## src/rtl/raster_addr_gen.sv

```systemverilog
// Raster address generator: walks a W x H window row- or column-major, one address per beat.
// First beat valid one cycle after start; outputs hold under backpressure, abort returns to IDLE.
module raster_addr_gen #(
    parameter int DIM_W  = 9,
    parameter int ADDR_W = 17
) (
    input  logic              clk,
    input  logic              rst,
    input  logic              start,
    input  logic              abort,
    input  logic              col_major,
    input  logic [DIM_W-1:0]  img_w,
    input  logic [DIM_W-1:0]  img_h,
    input  logic [ADDR_W-1:0] stride,
    input  logic [ADDR_W-1:0] base_addr,
    output logic              out_valid,
    input  logic              out_ready,
    output logic [ADDR_W-1:0] addr_out,
    output logic [DIM_W-1:0]  x_cnt,
    output logic [DIM_W-1:0]  y_cnt,
    output logic              last,
    output logic              busy,
    output logic              done
);

    localparam logic [1:0] S_IDLE = 2'd0;
    localparam logic [1:0] S_RUN  = 2'd1;
    localparam logic [1:0] S_DONE = 2'd2;

    logic [1:0]        state;
    logic              cfg_col;
    logic [DIM_W-1:0]  cfg_w;
    logic [DIM_W-1:0]  cfg_h;
    logic [ADDR_W-1:0] cfg_stride;
    // Start address of the current outer-loop line: row start (row-major) or column top (column-major).
    logic [ADDR_W-1:0] line_acc;
    logic [ADDR_W-1:0] line_next;
    logic              x_end;
    logic              y_end;

    assign x_end     = (x_cnt == cfg_w - DIM_W'(1));
    assign y_end     = (y_cnt == cfg_h - DIM_W'(1));
    assign line_next = cfg_col ? (line_acc + ADDR_W'(1)) : (line_acc + cfg_stride);

    assign out_valid = (state == S_RUN);
    assign busy      = (state == S_RUN);
    assign done      = (state == S_DONE);
    assign last      = out_valid && x_end && y_end;

    always_ff @(posedge clk or posedge rst) begin
        if (rst) begin
            state      <= S_IDLE;
            cfg_col    <= 1'b0;
            cfg_w      <= '0;
            cfg_h      <= '0;
            cfg_stride <= '0;
            line_acc   <= '0;
            addr_out   <= '0;
            x_cnt      <= '0;
            y_cnt      <= '0;
        end else if (abort) begin
            state <= S_IDLE;
        end else begin
            case (state)
                S_IDLE: begin
                    if (start) begin
                        cfg_col    <= col_major;
                        cfg_w      <= img_w;
                        cfg_h      <= img_h;
                        cfg_stride <= stride;
                        line_acc   <= base_addr;
                        addr_out   <= base_addr;
                        x_cnt      <= '0;
                        y_cnt      <= '0;
                        state      <= (img_w == '0 || img_h == '0) ? S_DONE : S_RUN;
                    end
                end
                S_RUN: begin
                    if (out_ready) begin
                        if (last) begin
                            state <= S_DONE;
                        end else if (!cfg_col) begin
                            if (x_end) begin
                                x_cnt    <= '0;
                                y_cnt    <= y_cnt + DIM_W'(1);
                                line_acc <= line_next;
                                addr_out <= line_next;
                            end else begin
                                x_cnt    <= x_cnt + DIM_W'(1);
                                addr_out <= addr_out + ADDR_W'(1);
                            end
                        end else begin
                            if (y_end) begin
                                y_cnt    <= '0;
                                x_cnt    <= x_cnt + DIM_W'(1);
                                line_acc <= line_next;
                                addr_out <= line_next;
                            end else begin
                                y_cnt    <= y_cnt + DIM_W'(1);
                                addr_out <= addr_out + cfg_stride;
                            end
                        end
                    end
                end
                S_DONE:  state <= S_IDLE;
                default: state <= S_IDLE;
            endcase
        end
    end

endmodule

```

## config.mk

```make
export PLATFORM = sky130hd
export DESIGN_NAME = raster_addr_gen
export DESIGN_NICKNAME = d
export VERILOG_FILES = /design/src/rtl/raster_addr_gen.sv
export SDC_FILE = /design/constraint.sdc
export NUM_CORES = 1
export LEC_CHECK = 0
export CAP_MARGIN = 10
export CORE_MARGIN = 1
export CORE_UTILIZATION = 40
export CTS_BUF_LIST = sky130_fd_sc_hd__clkbuf_2
export DETAILED_ROUTE_END_ITERATION = 6
export PLACE_DENSITY = 0.62
export RECOVER_POWER = 25
export SETUP_SLACK_MARGIN = 0.3
export SLEW_MARGIN = 10
export SYNTH_ARGS = -nofsm -noshare
export SYNTH_HDL_FRONTEND = slang
export SYNTH_SLANG_ARGS = --single-unit
```

## constraint.sdc

```tcl
create_clock -name clk -period 6.6 [get_ports clk]
set_clock_uncertainty 0.05 [all_clocks]
set_input_delay 0.99 -clock clk [delete_from_list [all_inputs] [get_ports clk]]
set_output_delay 0.99 -clock clk [all_outputs]
set_load 0.02 [all_outputs]
```

==> impl_results.md <==
- Kind of launch point of the worst setup path: flip-flop
- Synthesized net count: 858
- Number of buffer and inverter instances along the worst setup path: 2
- Main synth FF type: sky130_fd_sc_hd__dfrtp_1
- Routed via count divided by cell count: between 5 and 6
- Sequential element share of the synthesized area: about a third
- Insertion delay to the later sink of the worst-skew pair: 0.61 ns
- Number of distinct library cell variants in the gate-level netlist after synthesis: slightly above 70
- Switching Share: between 40% and 50%
- Setup_tns: 0 ns
- Number of gates on the worst path with buffers counted: 9
- Number of core rows: 47
- Die W: around 130 microns
- Initial core utilization: approximately two fifths
- Post-synthesis register bit count: 90
- Min-Delay Startpoint: line_acc[6]$_DFFE_PP0P_
- Number of remaining DRC errors: 0
- Top cells by count, synth: sky130_fd_sc_hd__dfrtp_1, sky130_fd_sc_hd__nand2_1, sky130_fd_sc_hd__o21ai_0
- Hold buffer count at CTS: 0
- Clock buffers created by TritonCTS: 9
- Sequential fraction of design power: 26.3%
- Wirelength per Cell: ~19 microns
- Min-Delay Path Depth: 1
- First-pass GRT wire length: 32.64 mm
- Number of vias after detailed routing: 6295
- Input/output buffers: 96
- Fmax achieved: between 0.15 and 0.2 GHz
- Post-Layout Inst Area: between 8000 and 9000 sq um
- Highest net fanout along the worst path: 9
- Root Driver: sky130_fd_sc_hd__clkbuf_2
- Final hold violation count: 0
- Post-synth top area share: roughly 33%
- Slew at the pin with the worst max-slew slack: between 1 and 1.5 ns
- Final Cycle Share: between 70% and 80%
- Relative contribution of the clock network to total power: 9.2%
- RR Endpoint: line_acc[6]$_DFFE_PP0P_
- Post-CTS Resized: 0
- Maximum number of pins on one net before global-route repair: 70
- RSZ-0062 raised after global routing: false
- Antenna-violating nets left: 0
- Pwr Density: a little under 500 nW/um^2
- Floorplan die area: approximately 18000 sq um
- Crit path capture type: primary output
- Floorplan die height: approximately 130 microns
- Combined global-route utilization of all metal layers: 23.31%
- Leakage dissipation: about 3.4 nW
- Detailed placer's ending HPWL: roughly 15 mm
- Total internal power: about 2.1 mW
- Syn Inst Count: 761
- Top cell family by delay on the critical path: simple AND/OR/NAND/NOR gates
- Number of warnings printed during yosys synthesis: 0
- Routability cong.: approximately 0.9
- Core footprint: between 15000 and 20000 sq um
- Number of setup violations in the final report: 0
- Critical path cell sequence: inv_1 > ha_1 > nand2_1 > o31ai_1 > nand4_1 > nor4_1 > nand2_2 > nor3_1 > clkdlybuf4s50_1
- Launch point of the worst reg-to-reg path: cfg_w[0]$_DFFE_PP0P_
- Cell taking the most area after synthesis: sky130_fd_sc_hd__dfrtp_1
- Worst hold path class: flip-flop to flip-flop
- Top-count cell post-synth: sky130_fd_sc_hd__dfrtp_1
- Count of cells along the worst register-to-register path: 10
- Delay of the slowest cell on the worst path: around 0.8 ns
- Reg2reg setup slack: ~2.4 ns
- Initial antenna violation count: 1
- Normalized max-slew margin: between 20 and 30%
- Share of the core filled with cells: 49.21%
- TritonCTS clock tree: yes
- Net count of the finished layout: roughly 940
- Required time at the worst-slack endpoint: between 5 and 6 ns
- CP Class: flip-flop to primary output
- H-tree levels: 3
- Min cycle time layout: ~5 ns
- Data arrival, critical path: around 4.0 ns
- I/O pins: 97
- Wirelength, routed: roughly 20 mm
- Max Transition Viols Final: 0
- Relative area change from synthesis to final layout: 19.31%
- Layout cell share with drive strength beyond 1: between 10% and 20%
- Number of buffers on the longest clock path: 2
- Clk sinks: 90
- Portion of total power attributed to combinational logic: between 60% and 70%
- Detailed router's first-iteration violation count: between 400 and 500
- Biggest area contributors in the synthesized netlist: sky130_fd_sc_hd__dfrtp_1, sky130_fd_sc_hd__mux2_2, sky130_fd_sc_hd__ha_1
- Number of synthesized flops with an enable pin: 0
- Post-synthesis area per instance: ~9 sq um
- Total placed instance area: around 8000 sq um
- Peak VDD IR: ~0.00017 V
- CTS clk-pin slew, worst paths: roughly 0.25 ns
- Final global-route overflow total: 0
- 1st-pass router iterations: 7
- Run status: finished, final reports clean
- Reported max-cap violation count: 0
- Post-CTS setup buffer count: 0
- Cell area after synthesis: 6889 sq um
- Hold Path Sink: line_acc[6]$_DFFE_PP0P_
- Net load switching power: between 1.5 and 2 mW
- Slowest cell on crit path: sky130_fd_sc_hd__nor4_1
- Vias in the first global route: roughly 6200
- Share of async-settable or async-resettable flops after synthesis: between 90% and 100%
[area by class of cell]
type,instances,area (sq um)
Antenna cell,1,2.502
Sequential cell,90,2252
Multi-Input combinational cell,620,4425
Clock buffer,9,45.04
Inverter,21,80.08
Timing Repair Buffer,104,1021
Fill cell,1620,8482
Tap cell,220,275.3
Clock inverter,7,117.6
[kinds of logic after synthesis]
family                     Yosys count  synth area share, %
AOI/OAI and AO/OA                  213                21.56
DFF                                 90                32.69
buffers and inverters               51                3.287
and+or+nand+nor                    258                18.69
muxes                               55                9.480
xor gates and xnor gates            55                6.992
adders and majority gates           39                7.301
[worst reg2reg max path, stage by stage, from the launching register on]
cell and delay, ns:
sky130_fd_sc_hd__dfrtp_1 0.50, sky130_fd_sc_hd__inv_1 0.11, sky130_fd_sc_hd__ha_1 0.27, sky130_fd_sc_hd__nand2_1 0.08, sky130_fd_sc_hd__o31ai_1 0.22, sky130_fd_sc_hd__nand4_1 0.12, sky130_fd_sc_hd__nor4_1 0.80, sky130_fd_sc_hd__nand2_2 0.31
sky130_fd_sc_hd__or3_2 0.56, sky130_fd_sc_hd__a31oi_4 0.73, sky130_fd_sc_hd__mux2_2 0.41
[registers in the layout (all words and copies together) (netlist names)]
register,cells
cfg_w,9
line_acc,17
cfg_h,9
x_cnt,9
cfg_col,1
y_cnt,9
state,2
cfg_stride,17
addr_out,17
[worst max-delay path by stage]
stage,startpoint,end,slack (ns)
finish,cfg_w[0]$_DFFE_PP0P_,last,1.58
floorplan,cfg_h[0]$_DFFE_PP0P_,last,3.12
global route,cfg_w[0]$_DFFE_PP0P_,last,1.19
detailed placement,cfg_w[0]$_DFFE_PP0P_,last,2.29
global placement,cfg_w[0]$_DFFE_PP0P_,last,2.40
CTS,cfg_w[0]$_DFFE_PP0P_,last,1.54
[metal layers]
| metal | routed length (microns) | global-route usage [%] |
|---|---|---|
| met1 | 9207 | 31.64 |
| met2 | 9210 | 36.62 |
| met3 | 1104 | 4.376 |
| met4 | 497 | 9.280 |
| met5 | 0 | 0 |
[power groups by stage]
stage / combinational (mW) / sequential, mW / clock [mW]
after floorplan: 1.85 / 1.04 / 0
after global placement: 2.47 / 1.06 / 0
after detailed placement: 2.53 / 1.06 / 0
after CTS: 2.55 / 1.05 / 0.383
after global routing: 2.83 / 1.09 / 0.402
final: 2.57 / 1.05 / 0.368
[through the flow]
step | std cells | total power [mW] | hold WS [ns] | worst slack, ns
after floorplan | 761 | 2.890 | 0.4375 | 3.122
after global placement | 1055 | 3.530 | 0.4470 | 2.398
after detailed placement | 1055 | 3.590 | 0.4509 | 2.291
after CTS | 1071 | 3.979 | 0.5058 | 1.542
after global routing | 1072 | 4.327 | 0.5259 | 1.190
final | 1072 | 3.991 | 0.5079 | 1.583
[cells in the final DEF (no fill, tap or decap), types with 4 or more instances in the layout]
master	count
sky130_fd_sc_hd__clkdlybuf4s50_1	95
sky130_fd_sc_hd__dfrtp_1	90
sky130_fd_sc_hd__nand2_1	75
sky130_fd_sc_hd__o21ai_0	51
sky130_fd_sc_hd__mux2_2	42
sky130_fd_sc_hd__nor2_1	37
sky130_fd_sc_hd__ha_1	37
sky130_fd_sc_hd__nand3_1	33
sky130_fd_sc_hd__a21oi_1	32
sky130_fd_sc_hd__xnor2_1	28
sky130_fd_sc_hd__xor2_1	27
sky130_fd_sc_hd__nor3_1	23
sky130_fd_sc_hd__nor2b_1	19
sky130_fd_sc_hd__inv_1	19
sky130_fd_sc_hd__and3_1	17
sky130_fd_sc_hd__o211ai_1	16
sky130_fd_sc_hd__a21o_1	11
sky130_fd_sc_hd__a21boi_0	11
sky130_fd_sc_hd__mux2_4	10
sky130_fd_sc_hd__nand2b_1	10
sky130_fd_sc_hd__a211oi_1	9
sky130_fd_sc_hd__o31ai_1	9
sky130_fd_sc_hd__o2bb2ai_1	9
sky130_fd_sc_hd__clkbuf_2	9
sky130_fd_sc_hd__nor4_1	8
sky130_fd_sc_hd__or3_1	8
sky130_fd_sc_hd__a31oi_1	8
sky130_fd_sc_hd__buf_4	8
sky130_fd_sc_hd__nand4_1	6
sky130_fd_sc_hd__o21a_1	5
sky130_fd_sc_hd__or2_2	5
sky130_fd_sc_hd__o211a_1	5
sky130_fd_sc_hd__a22o_1	4
(Power assumes the default switching activity.)
